File: config.mk
export PLATFORM = sky130hd
export DESIGN_NAME = uart_tx_flat
export DESIGN_NICKNAME = d
export VERILOG_FILES = /design/src/rtl/uart_tx_if.sv /design/src/rtl/uart_tx.sv /design/src/flat_wrapper.sv
export SDC_FILE = /design/constraint.sdc
export NUM_CORES = 1
export LEC_CHECK = 0
export BUFFER_PORTS_ARGS = -buffer_cell sky130_fd_sc_hd__buf_4
export CORE_MARGIN = 4
export CORE_UTILIZATION = 45
export CTS_BUF_LIST = sky130_fd_sc_hd__clkbuf_4 sky130_fd_sc_hd__clkbuf_8
export DETAILED_ROUTE_END_ITERATION = 10
export HOLD_SLACK_MARGIN = 0.08
export SETUP_SLACK_MARGIN = 0.15
export SLEW_MARGIN = 20
export SYNTH_ARGS = -nofsm -noshare
export SYNTH_HDL_FRONTEND = slang
export SYNTH_SLANG_ARGS = --single-unit
File: constraint.sdc
create_clock -name clock -period 2.62 [get_ports clock]
set_clock_uncertainty 0.15 [all_clocks]
set_input_delay 0 -clock clock [delete_from_list [all_inputs] [get_ports clock]]
set_output_delay 0 -clock clock [all_outputs]
set_load 0.02 [all_outputs]
File: src/rtl/uart_tx_if.sv
// Byte-level handshake and line signals between a UART transmitter and its client.
// The serializer takes the slave side.
interface uart_tx_if;
    logic [7:0] tx_data;
    logic       tx_send;
    logic       tx_busy;
    logic       tx_done;
    logic       tx;

    modport master (
        output tx_data,
        output tx_send,
        input  tx_busy,
        input  tx_done,
        input  tx
    );

    modport slave (
        input  tx_data,
        input  tx_send,
        output tx_busy,
        output tx_done,
        output tx
    );
endinterface

File: src/rtl/uart_tx.sv
// 8N1 UART serializer: start bit, 8 data bits LSB first, one stop bit.
// The bit period is CLK_FREQ/BAUD clocks; every output is a register.
module uart_tx #(
    parameter int CLK_FREQ = 100_000_000,
    parameter int BAUD     = 115200
) (
    input logic      clock,
    input logic      rst,
    uart_tx_if.slave bus
);
    localparam int CLKS_PER_BIT = CLK_FREQ / BAUD;
    localparam int CNT_W        = (CLKS_PER_BIT < 2) ? 1 : $clog2(CLKS_PER_BIT);
    localparam logic [CNT_W-1:0] BAUD_LAST = CNT_W'(CLKS_PER_BIT - 1);

    if (CLKS_PER_BIT < 2) begin : g_bad_baud
        $error("uart_tx: CLKS_PER_BIT = CLK_FREQ/BAUD must be at least 2");
    end

    typedef enum logic [1:0] {
        IDLE,
        START,
        DATA,
        STOP
    } state_t;

    state_t           state;
    logic [CNT_W-1:0] baud_cnt;
    logic [2:0]       bit_cnt;
    logic [7:0]       shreg;
    logic             tx_q;
    logic             busy_q;
    logic             done_q;
    logic             bit_end;

    assign bit_end     = (baud_cnt == BAUD_LAST);
    assign bus.tx      = tx_q;
    assign bus.tx_busy = busy_q;
    assign bus.tx_done = done_q;

    // tx is loaded with the level of the state being entered, so the pin
    // changes on the same edge as the state and never passes through logic.
    always_ff @(posedge clock) begin
        if (rst) begin
            state    <= IDLE;
            baud_cnt <= '0;
            bit_cnt  <= '0;
            shreg    <= '0;
            tx_q     <= 1'b1;
            busy_q   <= 1'b0;
            done_q   <= 1'b0;
        end else begin
            done_q <= 1'b0;
            case (state)
                IDLE: begin
                    tx_q   <= 1'b1;
                    busy_q <= 1'b0;
                    if (bus.tx_send) begin
                        shreg    <= bus.tx_data;
                        baud_cnt <= '0;
                        bit_cnt  <= '0;
                        tx_q     <= 1'b0;
                        busy_q   <= 1'b1;
                        state    <= START;
                    end
                end
                START: begin
                    if (bit_end) begin
                        baud_cnt <= '0;
                        tx_q     <= shreg[0];
                        state    <= DATA;
                    end else begin
                        baud_cnt <= baud_cnt + 1'b1;
                    end
                end
                DATA: begin
                    if (bit_end) begin
                        baud_cnt <= '0;
                        if (bit_cnt == 3'd7) begin
                            tx_q  <= 1'b1;
                            state <= STOP;
                        end else begin
                            // Next bit is shreg[1]: the value after this shift.
                            shreg   <= shreg >> 1;
                            bit_cnt <= bit_cnt + 3'd1;
                            tx_q    <= shreg[1];
                        end
                    end else begin
                        baud_cnt <= baud_cnt + 1'b1;
                    end
                end
                STOP: begin
                    if (bit_end) begin
                        baud_cnt <= '0;
                        tx_q     <= 1'b1;
                        busy_q   <= 1'b0;
                        done_q   <= 1'b1;
                        state    <= IDLE;
                    end else begin
                        baud_cnt <= baud_cnt + 1'b1;
                    end
                end
                default: begin
                    state  <= IDLE;
                    tx_q   <= 1'b1;
                    busy_q <= 1'b0;
                end
            endcase
        end
    end
endmodule

File: src/flat_wrapper.sv
// flat-port wrapper written by rule: the top's interface ports become plain ports
module uart_tx_flat 
#(
    parameter int CLK_FREQ = 100_000_000,
    parameter int BAUD     = 115200
)
  (clock, rst, bus_tx_data, bus_tx_send, bus_tx_busy, bus_tx_done, bus_tx);
  uart_tx_if bus_i ();
  input logic clock;
  input logic rst;
  input wire logic [$bits(bus_i.tx_data)-1:0] bus_tx_data;
  input wire logic [$bits(bus_i.tx_send)-1:0] bus_tx_send;
  output wire logic [$bits(bus_i.tx_busy)-1:0] bus_tx_busy;
  output wire logic [$bits(bus_i.tx_done)-1:0] bus_tx_done;
  output wire logic [$bits(bus_i.tx)-1:0] bus_tx;
  assign bus_i.tx_data = bus_tx_data;
  assign bus_i.tx_send = bus_tx_send;
  assign bus_tx_busy = bus_i.tx_busy;
  assign bus_tx_done = bus_i.tx_done;
  assign bus_tx = bus_i.tx;
  uart_tx #(.CLK_FREQ(CLK_FREQ), .BAUD(BAUD)) u_core (.clock(clock), .rst(rst), .bus(bus_i));
endmodule
; Word-level counts from Yosys, hierarchy flattened
; Index checks and enable logic that the tools add are counted.
[word_totals]
reg_bits = 26
inputBits = 11
elab_cells = 57
[op_classes]
n_addsub = 2
eq_ne = 11
muxes = 27
bitwise_logic = 1
n_reduce_logical = 9
[op_table]
columns = op, count
row1 = 8-bit 2-to-1 mux, 3
row2 = 10-bit 2-to-1 mux, 2
row3 = 10-bit one-hot mux with 2 select lines, 1
row4 = 8-bit one-hot mux with 2 select lines, 1
row5 = 10-bit by 1-bit adder with 10-bit output (second input constant), 1
row6 = 10-bit == test (second input constant), 1
row7 = 2-bit 2-to-1 mux, 5
row8 = 3-bit 2-to-1 mux, 3
row9 = 1-bit 2-to-1 mux, 8
row10 = 2-bit by 1-bit inequality test with 1-bit output (second input constant), 4
row11 = 2-bit one-hot mux with 4 select lines, 1
row12 = 3-bit one-hot mux with 2 select lines, 1
row13 = 5-bit AND reduction, 1
row14 = 2-bit == test (second input constant), 2
row15 = 2-bit inequality test (second input constant), 2
row16 = 1-bit one-hot mux with 4 select lines, 1
row17 = 4-bit AND reduction, 1
row18 = 2-bit nonzero test, 2
row19 = 3-bit by 1-bit adder with 3-bit output (second input constant), 1
row20 = 3-bit == test (second input constant), 1
row21 = 3-bit AND reduction, 1
row22 = 3-bit OR reduction, 1
row23 = 2-bit by 1-bit == test with 1-bit output (second input constant), 1
row24 = 2-bit logical NOT, 1
row25 = other kinds (4), 4

; Longest topological paths before layout
[depth]
depth_word = 4
depth_mapped = 10

; Worst setup path after synthesis
; OpenSTA, ideal clock, no wires.
[synth_timing]
path_type = register to register
startpoint = reg u_core.state[0]
endpoint = reg u_core.shreg[2]
arrival_time_ns = 1.779
required_ns = 2.391
slack_ns = 0.612
path_stages_with_launch = 11
path_cell_list = dfxtp_1 inv_1 ha_1 nor2b_1 buf_2 nor4_4 a32o_1 buf_6 buf_12 nor2_1 a211oi_2
[synth_between]
elab_chain_cells = 3
elab_cells_between_ends = 8
cone_classes = 4 x eq/ne / 1 x mux / 3 x reduce/logical
[synth_lines]
columns = item, line_no
row1 = "start, declared", uart_tx.sv:26  ; state_t state;
row2 = "start signal, assigned", uart_tx.sv:44  ; state <= IDLE;
row3 = "start signal, assigned", uart_tx.sv:63  ; state <= START;
row4 = "start signal, assigned", uart_tx.sv:70  ; state <= DATA;
row5 = 2-bit == test / 2-bit logical NOT (equally long branches), uart_tx.sv:53  ; case (state)
row6 = 2-bit inequality test (no line) (tied with other cells), -
row7 = 4-bit AND reduction (no line), -
row8 = "end signal, assigned", uart_tx.sv:58  ; shreg <= bus.tx_data;
row9 = "end signal, assigned", uart_tx.sv:83  ; shreg <= shreg >> 1;
row10 = "end, declared", uart_tx.sv:29  ; logic [7:0] shreg;
; Several ways; a longest one is shown, not always the timed one.
; A chain may end at the register's enable or synchronous reset.

; Worst setup path after layout
[layout_timing]
startpoint = reg u_core.baud_cnt[0]
endpoint = reg u_core.busy_q (netlist: u_core.bus.tx_busy)
[layout_between]
elab_chain_cells = 3
[layout_lines]
columns = item, line_no
row1 = "start, declared", uart_tx.sv:27  ; logic [CNT_W-1:0] baud_cnt;
row2 = "start signal, assigned", uart_tx.sv:72  ; baud_cnt <= baud_cnt + 1'b1;
row3 = "start signal, assigned", uart_tx.sv:88  ; baud_cnt <= baud_cnt + 1'b1;
row4 = "start signal, assigned", uart_tx.sv:99  ; baud_cnt <= baud_cnt + 1'b1;
row5 = 10-bit == test, uart_tx.sv:35  ; assign bit_end = (baud_cnt == BAUD_LAST);
row6 = 2-bit by 1-bit inequality test with 1-bit output (no line), -
row7 = 2-bit AND reduction (no line), -
row8 = "end signal, assigned", uart_tx.sv:49  ; busy_q <= 1'b0;
row9 = "end signal, assigned", uart_tx.sv:56  ; busy_q <= 1'b0;
row10 = "end signal, assigned", uart_tx.sv:62  ; busy_q <= 1'b1;
row11 = "end, declared", uart_tx.sv:31  ; logic busy_q;
; No other way between the ends.

==> flow_summary.json <==
{
  "row_count": 19,
  "start_kind": "flip-flop",
  "outcome": "finished clean",
  "ir_drop_mv": 0.6165,
  "setup-tns-final_ps": 0,
  "cellLeakagePower_uw": 0.0006151,
  "combPwrFrac_pct": 45.7,
  "relSlewSlack_pct": 75.04,
  "num-fill-cells": 257,
  "multi_input_area_um2": 772.0,
  "synth_nets": 164,
  "synth_ff_type": "dfxtp_1",
  "critPathKind": "flip-flop to flip-flop",
  "seq_power_share_pct": 41.1,
  "antenna_found_initial": 0,
  "die_y_um": 62.78,
  "cts_buffers": 3,
  "timing.rr.end": "u_core.bus.tx_busy$_SDFFE_PP0P_",
  "die_x_um": 62.78,
  "firstDrtPassIters": 4,
  "drv_slew": 0,
  "grt_start_max_net_pins": 22,
  "rr_worst_depth": 7,
  "power_density_nw_per_um2": 788.1,
  "ys_ff_latch": 26,
  "tightest_slew_ps": 365.0,
  "ios": 14,
  "fmax_mhz": 446.8,
  "initial_core_util_pct": 48.13,
  "root_buffer": "clkbuf_4",
  "cts_tree": "built",
  "fin_nets": 190,
  "synthCells": 145,
  "avgSynthCellArea_um2": 9.311,
  "synth_cell_type_count": 36,
  "antenna_left": 0,
  "die_area_um2": 3941,
  "clk_latency_ps": 310,
  "drt_iter0_drc": 31,
  "grt_pass1_vias": 1083,
  "grt_util_all_layers_pct": 14.50,
  "critPathMaxFanout": 8,
  "critPathArrivalTime_ps": 2310,
  "holdPathEnd": "u_core.bus.tx$_SDFFE_PP1P_",
  "drc": 0,
  "clock_sinks": 26,
  "port_buffers": 13,
  "insertedDiodeCount": 0,
  "drive_above_1_share_pct": 15.98,
  "setup_viol": 0,
  "via_per_inst": 5.250,
  "whs_ps": 335.8,
  "synth-edff-count": 0,
  "fin_crit_ps": 2238,
  "maxCapViolCount": 0,
  "syn_to_final_growth_pct": 18.91,
  "yosys_warnings": 0,
  "hp-class": "flip-flop to flip-flop",
  "synth_seq_area_share_pct": 38.55,
  "netlist_area_um2": 1350,
  "p_sw_uw": 479.5,
  "finalHoldViolCount": 0,
  "worstPathRequired_ps": 2690,
  "p_int_uw": 785.7,
  "async_flop_share_pct": 0,
  "seqCellArea_um2": 520.5,
  "htreeDepth": 1,
  "worstReg2RegStart": "u_core.baud_cnt[0]$_SDFFE_PP0N_",
  "pwr-share-clk_pct": 13.2,
  "clkTransAtPathRegs_ps": 130,
  "core_area_um2": 2805,
  "grt-ovfl-total": 0,
  "dp.final_hpwl_um": 1813,
  "rrSetupSlack_ps": 380,
  "route.detailed.wl_per_inst_um": 12.81,
  "crit_path_end_kind": "flip-flop",
  "routabilityCongestion": 0.7843,
  "hold_depth": 1,
  "vias": 1050,
  "min_from": "u_core.bus.tx$_SDFFE_PP1P_",
  "min_period_over_period_pct": 85.43,
  "wl_um": 2562,
  "cts_buffer_depth": 2,
  "netSwitchingFraction_pct": 37.90,
  "grt_pass1_wl_um": 4671,
  "rsz0062_at_grt": "false"
}
-- layer usage --
| layer | part of all wire, % | up-vias | wire length [um] | track usage [%] |
|---|---|---|---|---|
| met3 | 3.0 | 4 | 77 | 4.676 |
| met5 | 0 | - | 0 | 0 |
| met1 | 46 | 479 | 1187 | 17.18 |
| met4 | 1.2 | 0 | 30 | 3.857 |
| li1 | - | 554 | - | - |
| met2 | 49 | 13 | 1266 | 25.03 |
-- power by group through the flow --
| stage | Sequential (uW) | Combinational (uW) | Clock, uW |
|---|---|---|---|
| CTS | 521 | 583 | 179 |
| finish | 520 | 578 | 167 |
| detailed placement | 529 | 558 | 0 |
| floorplan | 531 | 465 | 0 |
| global placement | 527 | 545 | 0 |
| global route | 534 | 646 | 198 |
-- metrics by stage --
step | setup slack (ps) | std cells | utilization [%] | area (um^2) | total power [uW]
after detailed placement | 538.8 | 185 | 51.92 | 1456 | 1088
after floorplan | 611.5 | 145 | - | 1350 | 996.5
final | 381.7 | 200 | 57.23 | 1605 | 1265
after global routing | 212.7 | 200 | 57.23 | 1605 | 1377
after CTS | 313.9 | 200 | 57.00 | 1599 | 1283
after global placement | 595.3 | 185 | 51.92 | 1456 | 1072
-- cells by family (layout without fill, tap and decap cells) --
| logic type | Yosys count | count (layout) | synth area share (%) |
|---|---|---|---|
| AO/OA/AOI/OAI | 21 | 21 | 11.77 |
| XOR/XNOR | 8 | 8 | 5.190 |
| flip-flops | 26 | 26 | 38.55 |
| multiplexers | 12 | 12 | 8.990 |
| AND/OR/NAND/NOR | 60 | 60 | 23.36 |
| buffers and inverters | 10 | 34 | 4.727 |
| adder cells (fa/ha/maj) | 8 | 8 | 7.415 |
-- placed cells by master (no fill, tap or decap), drive strengths merged, types with 2 or more instances in the layout --
| cell | n |
|---|---|
| nand4 | 3 |
| nand2b | 6 |
| xnor2 | 2 |
| nor2 | 24 |
| mux2i | 11 |
| buf | 16 |
| a211oi | 8 |
| nand3 | 2 |
| nor4 | 3 |
| xor2 | 6 |
| dfxtp | 26 |
| a21oi | 7 |
| inv | 3 |
| nor3 | 3 |
| nor2b | 2 |
| and2 | 2 |
| o21ai | 2 |
| clkbuf | 3 |
| nand2 | 10 |
| ha | 8 |
| dlygate4sd3 | 12 |
-- timing repair --
action | in CTS | in global routing
setup endpoints to repair | 0 | 1
hold buffers | 12 | 0
gates resized for setup | 0 | 1
endpoints found under the hold margin | 18 | 0
setup buffers | 0 | 0
-- how the worst max path moves through the flow --
stage               depth (start not counted)                       startpoint                              end  slack (ps)
detailed placement                          8     u_core.state[0]$_SDFFE_PP0P_   u_core.bit_cnt[2]$_SDFFE_PP0P_         540
finish                                      7  u_core.baud_cnt[0]$_SDFFE_PP0N_  u_core.bus.tx_busy$_SDFFE_PP0P_         380
floorplan                                  10     u_core.state[0]$_SDFFE_PP0P_     u_core.shreg[2]$_SDFFE_PP0P_         610
CTS                                         7  u_core.baud_cnt[0]$_SDFFE_PP0N_  u_core.bus.tx_busy$_SDFFE_PP0P_         310
global route                                7  u_core.baud_cnt[0]$_SDFFE_PP0N_  u_core.bus.tx_busy$_SDFFE_PP0P_         210
global placement                            8     u_core.state[0]$_SDFFE_PP0P_   u_core.bit_cnt[2]$_SDFFE_PP0P_         600
-- Yosys cell counts, drive strengths merged, types with 3 or more instances --
cell,n,area share [%]
inv,3,0.83
ha,8,7.4
mux2i,11,8.2
nand2b,6,2.8
xor2,6,3.9
clkbuf,3,0.83
buf,4,3.1
nor3,3,1.5
nand2,10,2.8
nand4,3,1.4
dfxtp,26,39
nor2,24,6.7
a211oi,8,5.6
a21oi,7,2.9
nor4,3,2.5
-- sequential cells by signal (all words and copies together) (netlist names) --
register	count
u_core.shreg	8
u_core.bus.tx_done	1
u_core.bus.tx	1
u_core.baud_cnt	10
u_core.bit_cnt	3
u_core.bus.tx_busy	1
u_core.state	2
-- layout make-up --
| cell class | count | share of cell area, % |
|---|---|---|
| tap | 31 | 2.416 |
| clock buffer | 3 | 1.403 |
| multi-input combinational | 109 | 48.09 |
| inverter | 3 | 0.7015 |
| timing repair buffer | 28 | 14.96 |
| sequential | 26 | 32.42 |
-- worst max-delay path, cell delays in order, from the launching register on --
cell and delay (ps):
dfxtp_1 410, ha_1 220, nand4b_1 190, nor3_4 340, a21oi_1 130, nand2_1 80, a21oi_1 50, dlygate4sd3_1 560
(Power assumes the default switching activity.)
